<file path="config.mk">
export PLATFORM = sky130hd
export DESIGN_NAME = vga_char_fetch
export DESIGN_NICKNAME = d
export VERILOG_FILES = /design/src/rtl/gc_pkg.sv /design/src/rtl/vga_pkg.sv /design/src/rtl/vga_char_fetch_word_unpacker.sv /design/src/rtl/vga_char_fetch.sv
export SDC_FILE = /design/constraint.sdc
export NUM_CORES = 1
export LEC_CHECK = 0
export ABC_CLOCK_PERIOD_IN_PS = 1700
export BUFFER_PORTS_ARGS = -buffer_cell sky130_fd_sc_hd__buf_2
export CORE_AREA = 3 3 111 113
export DETAILED_ROUTE_END_ITERATION = 10
export DIE_AREA = 0 0 114 116
export GPL_ROUTABILITY_DRIVEN = 0
export PLACE_DENSITY = 0.49
export SKIP_CTS_REPAIR_TIMING = 1
export SYNTH_ARGS = -nofsm -noshare
export SYNTH_HDL_FRONTEND = slang
export SYNTH_SLANG_ARGS = --single-unit
</file>
<file path="constraint.sdc">
create_clock -name clk -period 1.7 [get_ports clk]
set_clock_uncertainty 0.1 [all_clocks]
set_input_delay 0.085 -clock clk [delete_from_list [all_inputs] [get_ports clk]]
set_output_delay 0.085 -clock clk [all_outputs]
set_load 0.005 [all_outputs]
</file>
<file path="src/rtl/gc_pkg.sv">
// Global codebase constants shared across blocks.
package gc;
  localparam int WORD_SIZE      = 32;
  localparam int VGA_MEM_OFFSET = 'h1000;
endpackage

</file>
<file path="src/rtl/vga_pkg.sv">
// VGA text-mode constants, index types and the fetch sequencer state encoding.
package vga_pkg;
  localparam int CHARS_HORZ = 80;
  localparam int CHARS_VERT = 30;
  localparam int ASCII_SIZE = 8;
  localparam int CPW        = gc::WORD_SIZE / ASCII_SIZE;
  localparam int WORDS      = CHARS_HORZ * CHARS_VERT / CPW;

  typedef logic [$clog2(CHARS_VERT)-1:0] row_t;
  typedef logic [$clog2(CHARS_HORZ)-1:0] col_t;

  typedef enum logic [2:0] {IDLE, REQ, WAIT, UNPACK, DONE} fetch_state_t;
endpackage

</file>
<file path="src/rtl/vga_char_fetch_word_unpacker.sv">
// Holds one memory word and presents its ASCII slots MSB-first, one per shift.
module word_unpacker #(
  parameter int WORD_SIZE  = 32,
  parameter int ASCII_SIZE = 8
) (
  input  logic                  clk,
  input  logic                  rst,
  input  logic                  load,
  input  logic [WORD_SIZE-1:0]  loadData,
  input  logic                  shift,
  output logic [ASCII_SIZE-1:0] slotData,
  output logic                  last
);
  localparam int CPW = WORD_SIZE / ASCII_SIZE;
  localparam int SW  = (CPW > 1) ? $clog2(CPW) : 1;

  logic [WORD_SIZE-1:0] shReg;
  logic [SW-1:0]        slot;

  // Load a fresh word, or move the next slot into the top position.
  always_ff @(posedge clk) begin
    if (rst) begin
      shReg <= '0;
      slot  <= '0;
    end else if (load) begin
      shReg <= loadData;
      slot  <= '0;
    end else if (shift) begin
      shReg <= shReg << ASCII_SIZE;
      slot  <= slot + SW'(1);
    end
  end

  assign slotData = shReg[WORD_SIZE-1 -: ASCII_SIZE];
  assign last     = (slot == SW'(CPW-1));
endmodule

</file>
<file path="src/rtl/vga_char_fetch.sv">
// Frame sequencer: reads the VGA text region word by word and writes each
// character with its row/column into the character buffer.
// Optional: define VGA_FETCH_AUTORUN_EN for continuous frame refresh without start.
module vga_char_fetch
  import vga_pkg::*;
#(
  parameter int WORD_SIZE      = gc::WORD_SIZE,
  parameter int ASCII_SIZE     = vga_pkg::ASCII_SIZE,
  parameter int CHARS_HORZ     = vga_pkg::CHARS_HORZ,
  parameter int CHARS_VERT     = vga_pkg::CHARS_VERT,
  parameter int VGA_MEM_OFFSET = gc::VGA_MEM_OFFSET,
  parameter int MEM_LATENCY    = 1
) (
  input  logic                          clk,
  input  logic                          rst,
  input  logic                          start,
  output logic                          mem_rd_en,
  output logic [WORD_SIZE-1:0]          mem_rd_addr,
  input  logic [WORD_SIZE-1:0]          mem_rd_data,
  output logic                          ch_wr_en,
  output logic [$clog2(CHARS_VERT)-1:0] ch_wr_row,
  output logic [$clog2(CHARS_HORZ)-1:0] ch_wr_col,
  output logic [ASCII_SIZE-1:0]         ch_wr_data,
  output logic                          busy,
  output logic                          done
);
  localparam int NCPW   = WORD_SIZE / ASCII_SIZE;
  localparam int NWORDS = CHARS_HORZ * CHARS_VERT / NCPW;
  localparam int RW     = $clog2(CHARS_VERT);
  localparam int CW     = $clog2(CHARS_HORZ);
  localparam int WIW    = (NWORDS > 1) ? $clog2(NWORDS) : 1;
  localparam int LW     = $clog2(MEM_LATENCY + 1);

  if ((CHARS_HORZ % NCPW) != 0) begin : gRowAlign
    $error("CHARS_HORZ must be a multiple of characters per word");
  end
  if (MEM_LATENCY < 1) begin : gLatency
    $error("MEM_LATENCY must be at least 1");
  end

  fetch_state_t    state, nextState;
  logic [WIW-1:0]  wordIdx;
  logic [RW-1:0]   row;
  logic [CW-1:0]   col;
  logic [LW-1:0]   waitCnt;
  logic            waitLast, wordLast, slotLast;
  logic [ASCII_SIZE-1:0] slotData;

  assign waitLast = (waitCnt == LW'(MEM_LATENCY-1));
  assign wordLast = (wordIdx == WIW'(NWORDS-1));

  // State register; reset always wins over start.
  always_ff @(posedge clk) begin
    if (rst) state <= IDLE;
    else     state <= nextState;
  end

  // Next-state: one request, MEM_LATENCY waits, CPW character writes per word.
  always_comb begin
    nextState = state;
    case (state)
`ifdef VGA_FETCH_AUTORUN_EN
      IDLE:   nextState = REQ;
`else
      IDLE:   if (start) nextState = REQ;
`endif
      REQ:    nextState = WAIT;
      WAIT:   if (waitLast) nextState = UNPACK;
      UNPACK: if (slotLast) nextState = wordLast ? DONE : REQ;
`ifdef VGA_FETCH_AUTORUN_EN
      DONE:   nextState = REQ;
`else
      DONE:   nextState = IDLE;
`endif
      default: nextState = IDLE;
    endcase
  end

  // Latency counter, word index and screen position bookkeeping.
  always_ff @(posedge clk) begin
    if (rst) begin
      waitCnt <= '0;
      wordIdx <= '0;
      row     <= '0;
      col     <= '0;
    end else begin
      case (state)
        REQ:  waitCnt <= '0;
        WAIT: waitCnt <= waitCnt + LW'(1);
        UNPACK: begin
          if (col == CW'(CHARS_HORZ-1)) begin
            col <= '0;
            // final character of the frame must not push row past the last line
            row <= (row == RW'(CHARS_VERT-1)) ? '0 : row + RW'(1);
          end else begin
            col <= col + CW'(1);
          end
          if (slotLast && !wordLast) wordIdx <= wordIdx + WIW'(1);
        end
        DONE: begin
          wordIdx <= '0;
          row     <= '0;
          col     <= '0;
        end
        default: ;
      endcase
    end
  end

  word_unpacker #(.WORD_SIZE(WORD_SIZE), .ASCII_SIZE(ASCII_SIZE)) uUnpack (
    .clk      (clk),
    .rst      (rst),
    .load     ((state == WAIT) && waitLast),
    .loadData (mem_rd_data),
    .shift    (state == UNPACK),
    .slotData (slotData),
    .last     (slotLast)
  );

  assign mem_rd_en   = (state == REQ);
  assign mem_rd_addr = mem_rd_en ? WORD_SIZE'(VGA_MEM_OFFSET) + WORD_SIZE'(wordIdx) : '0;
  assign ch_wr_en    = (state == UNPACK);
  assign ch_wr_row   = row;
  assign ch_wr_col   = col;
  assign ch_wr_data  = ch_wr_en ? slotData : '0;
  assign busy        = (state != IDLE);
  assign done        = (state == DONE);
endmodule
</file>
==> metrics.txt <==
DR vias=2808; vias per cell=4.61; drt drc=0; Netlist cell types=50; n_diodes=0; Post-DP HPWL=5290 um; ys async rst share=0%; final setup fails=0; maxcap violations=0; DR WL met2=3620 um; IO Pins=91; worst vdd ir=0.510 mV; die footprint=13200 sq um; Slew Viols, Final=0; Routed WL per cell=12.3 um; CP required=1.51 ns; vias in the first global route=2450; largest net degree at the start of global routing=40; CP max stage cell=dfxtp_4; most common cell in the netlist=dfxtp_1; Clock Pin Slew Worst Setup and Hold Paths=0.05 ns; Area Growth Syn to Fin=42.1%; worst path cell trace=nand3b_4, inv_4, buf_8, and2_1, buf_2; WP buf/inv=3; final setup margin=0.0716 ns; Slew @ Worst Pin=0.562 ns; failing checks=negative hold slack; final core occ=36.7%; top cells by count, synth=dfxtp_1, a21oi_1, a22oi_1, nand2_1, buf_4; Chip Height=116 um; Top delay family on crit path=flip-flops; Max Clk Rate=614 MHz; Ys Warns=0; # H-tree levels=3; top cells by area, synth=dfxtp_1, a22oi_1, a21oi_1, buf_4, nand2_1; Post-Synthesis Cells=349; Multi-input gate area=1550 sq um; reg-to-reg startpoint=wordIdx[4]; fin nets=501; CTS tree=done; Synth Cell Area=2950 sq um; leading area contributor after synthesis=dfxtp_1; CP endpoint kind=output pin; clk buf depth=2; setup TNS=0 ns; first-pass GRT wire length=12100 um; ANT nets after route=0; root buf cell=clkbuf_16; max_slew headroom=62.0%; Internal Power=3290 uW; Seq cells post-synth=60; source of the critical timing path=state[1]; Pre-Repair DR Iteration Count=4; WHS=-0.0580 ns; total gr overflow=0; crit path DAT=1.44 ns; post-placement cell count=561; initial core utilization=25.8%; Placement Setup Slack=0.0120 ns; register area share after synthesis=40.7%; Reg area=1210 sq um; top sig layer=met4; layout cells sized above 1=27.7%; top cell type's share of synthesized area=40.7%; Core Box Area=11400 sq um; Tmin final=1.63 ns; initial antenna violation count=0; Post-synth top flop=dfxtp_1; origin of the worst min-delay path=mem_rd_data[7]; crit-path max FO=25; final WL=7510 um; WS Path Type=flip-flop to output pin; synthesized area per cell=8.45 sq um; number of DRC markers in iteration 0=127; clock latency on the worst-skew pair=0.33 ns; Fin. Hold Viols=2; met3 routed wirelength=379 um; Site Rows=39; aggregate global-route resource usage=11.4%; die width=114 um; Max stage delay on crit path=0.42 ns; Pleak=0.00171 uW; Final Total Pwr=4390 uW; Clk pwr share=48.6%; Startpoint Class=flip-flop; r2r setup slk=0.09 ns; status=finished, violations left; Filler cells=1209; EDFF count, synth=0; final period utilization=95.8%; M1 WL=3480 um; RSZ-0062 raised after global routing=true; sequential share of power=36.5%; total CTS buffers=9; HP Class=primary input to flip-flop; Psw=1100 uW; Comb power frac=14.9%; clock sinks=60; switching share of power=25.0%; Port Buf Inserts=69; pwr dens=1050 nW/um^2; non-filler cells, final=609
cell type report:
type | instances | share of cell area (%)
Clock inverter | 6 | 2.66
Sequential cell | 60 | 28.9
Multi-Input combinational cell | 257 | 37.1
Clock buffer | 10 | 5.70
Inverter | 8 | 0.776
Timing Repair Buffer | 125 | 20.6
Tap cell | 143 | 4.27
cell families after synthesis:
group	Yosys count	share of synthesized area, %
AO/OA/AOI/OAI	100	21.5
XOR/XNOR	5	1.48
adder cells (fa/ha/maj)	5	2.12
buffers and inverters	52	10.2
flip-flops	60	40.7
multiplexers	2	0.679
other	1	0.127
AND/OR/NAND/NOR	124	23.2
routing by layer:
layer,vias to the layer above,track usage (%)
met4,0,3.80
met5,-,0
met2,76,17.0
met1,1306,15.2
met3,2,4.49
li1,1424,-
layout by cell type, fill, tap and decap left out, types with 3 or more instances in the layout:
| cell type | instances |
|---|---|
| a21oi_1 | 38 |
| nand3_1 | 12 |
| dfxtp_1 | 55 |
| inv_1 | 7 |
| dfxtp_2 | 3 |
| and2_1 | 19 |
| nor2_1 | 20 |
| nand4_1 | 3 |
| or3_1 | 8 |
| dlygate4sd3_1 | 31 |
| conb_1 | 21 |
| buf_2 | 69 |
| xnor2_1 | 4 |
| nor3_1 | 5 |
| bufinv_16 | 3 |
| clkbuf_16 | 9 |
| buf_4 | 23 |
| o21ai_0 | 14 |
| a22oi_1 | 34 |
| nand2_1 | 34 |
| ha_1 | 3 |
| a31oi_1 | 4 |
registers in the layout, summed over array words and instances, names as in the netlist:
| register | cells |
|---|---|
| ch_wr_col | 7 |
| ch_wr_row | 5 |
| state | 3 |
| uUnpack.shReg | 32 |
| uUnpack.slot | 2 |
| waitCnt | 1 |
| wordIdx | 10 |
worst reg2reg max path: cells and delay by family, from the launching register on:
family	cells	cell delay (ns)
simple gates	3	0.88
flops	1	0.43
compound gates	1	0.14
power by group through the flow:
| stage | Sequential [uW] | Clock, uW | Combinational, uW |
|---|---|---|---|
| 6_report | 1600 | 2130 | 652 |
| 5_1_grt | 1620 | 2260 | 745 |
| 4_1_cts | 1600 | 2180 | 596 |
| 3_5_place_dp | 1620 | 0 | 595 |
| 3_3_place_gp | 1620 | 0 | 589 |
| 2_1_floorplan | 1590 | 0 | 450 |
final timing paths:
check	end	cells after the start
worst max-delay path	ch_wr_data[1]	5
worst min-delay path	uUnpack.shReg[7]	3
worst max register to register	wordIdx[9]	4
worst min register to register	uUnpack.shReg[29]	2
through the flow:
stage          instance area, sq um  hold WS (ns)
6_report                       4190       -0.0580
5_1_grt                        4190       0.00221
4_1_cts                        3820       -0.0972
3_5_place_dp                   3470         0.242
3_3_place_gp                   3470         0.238
2_1_floorplan                  3030         0.146
Power figures use the tool's default switching activity.
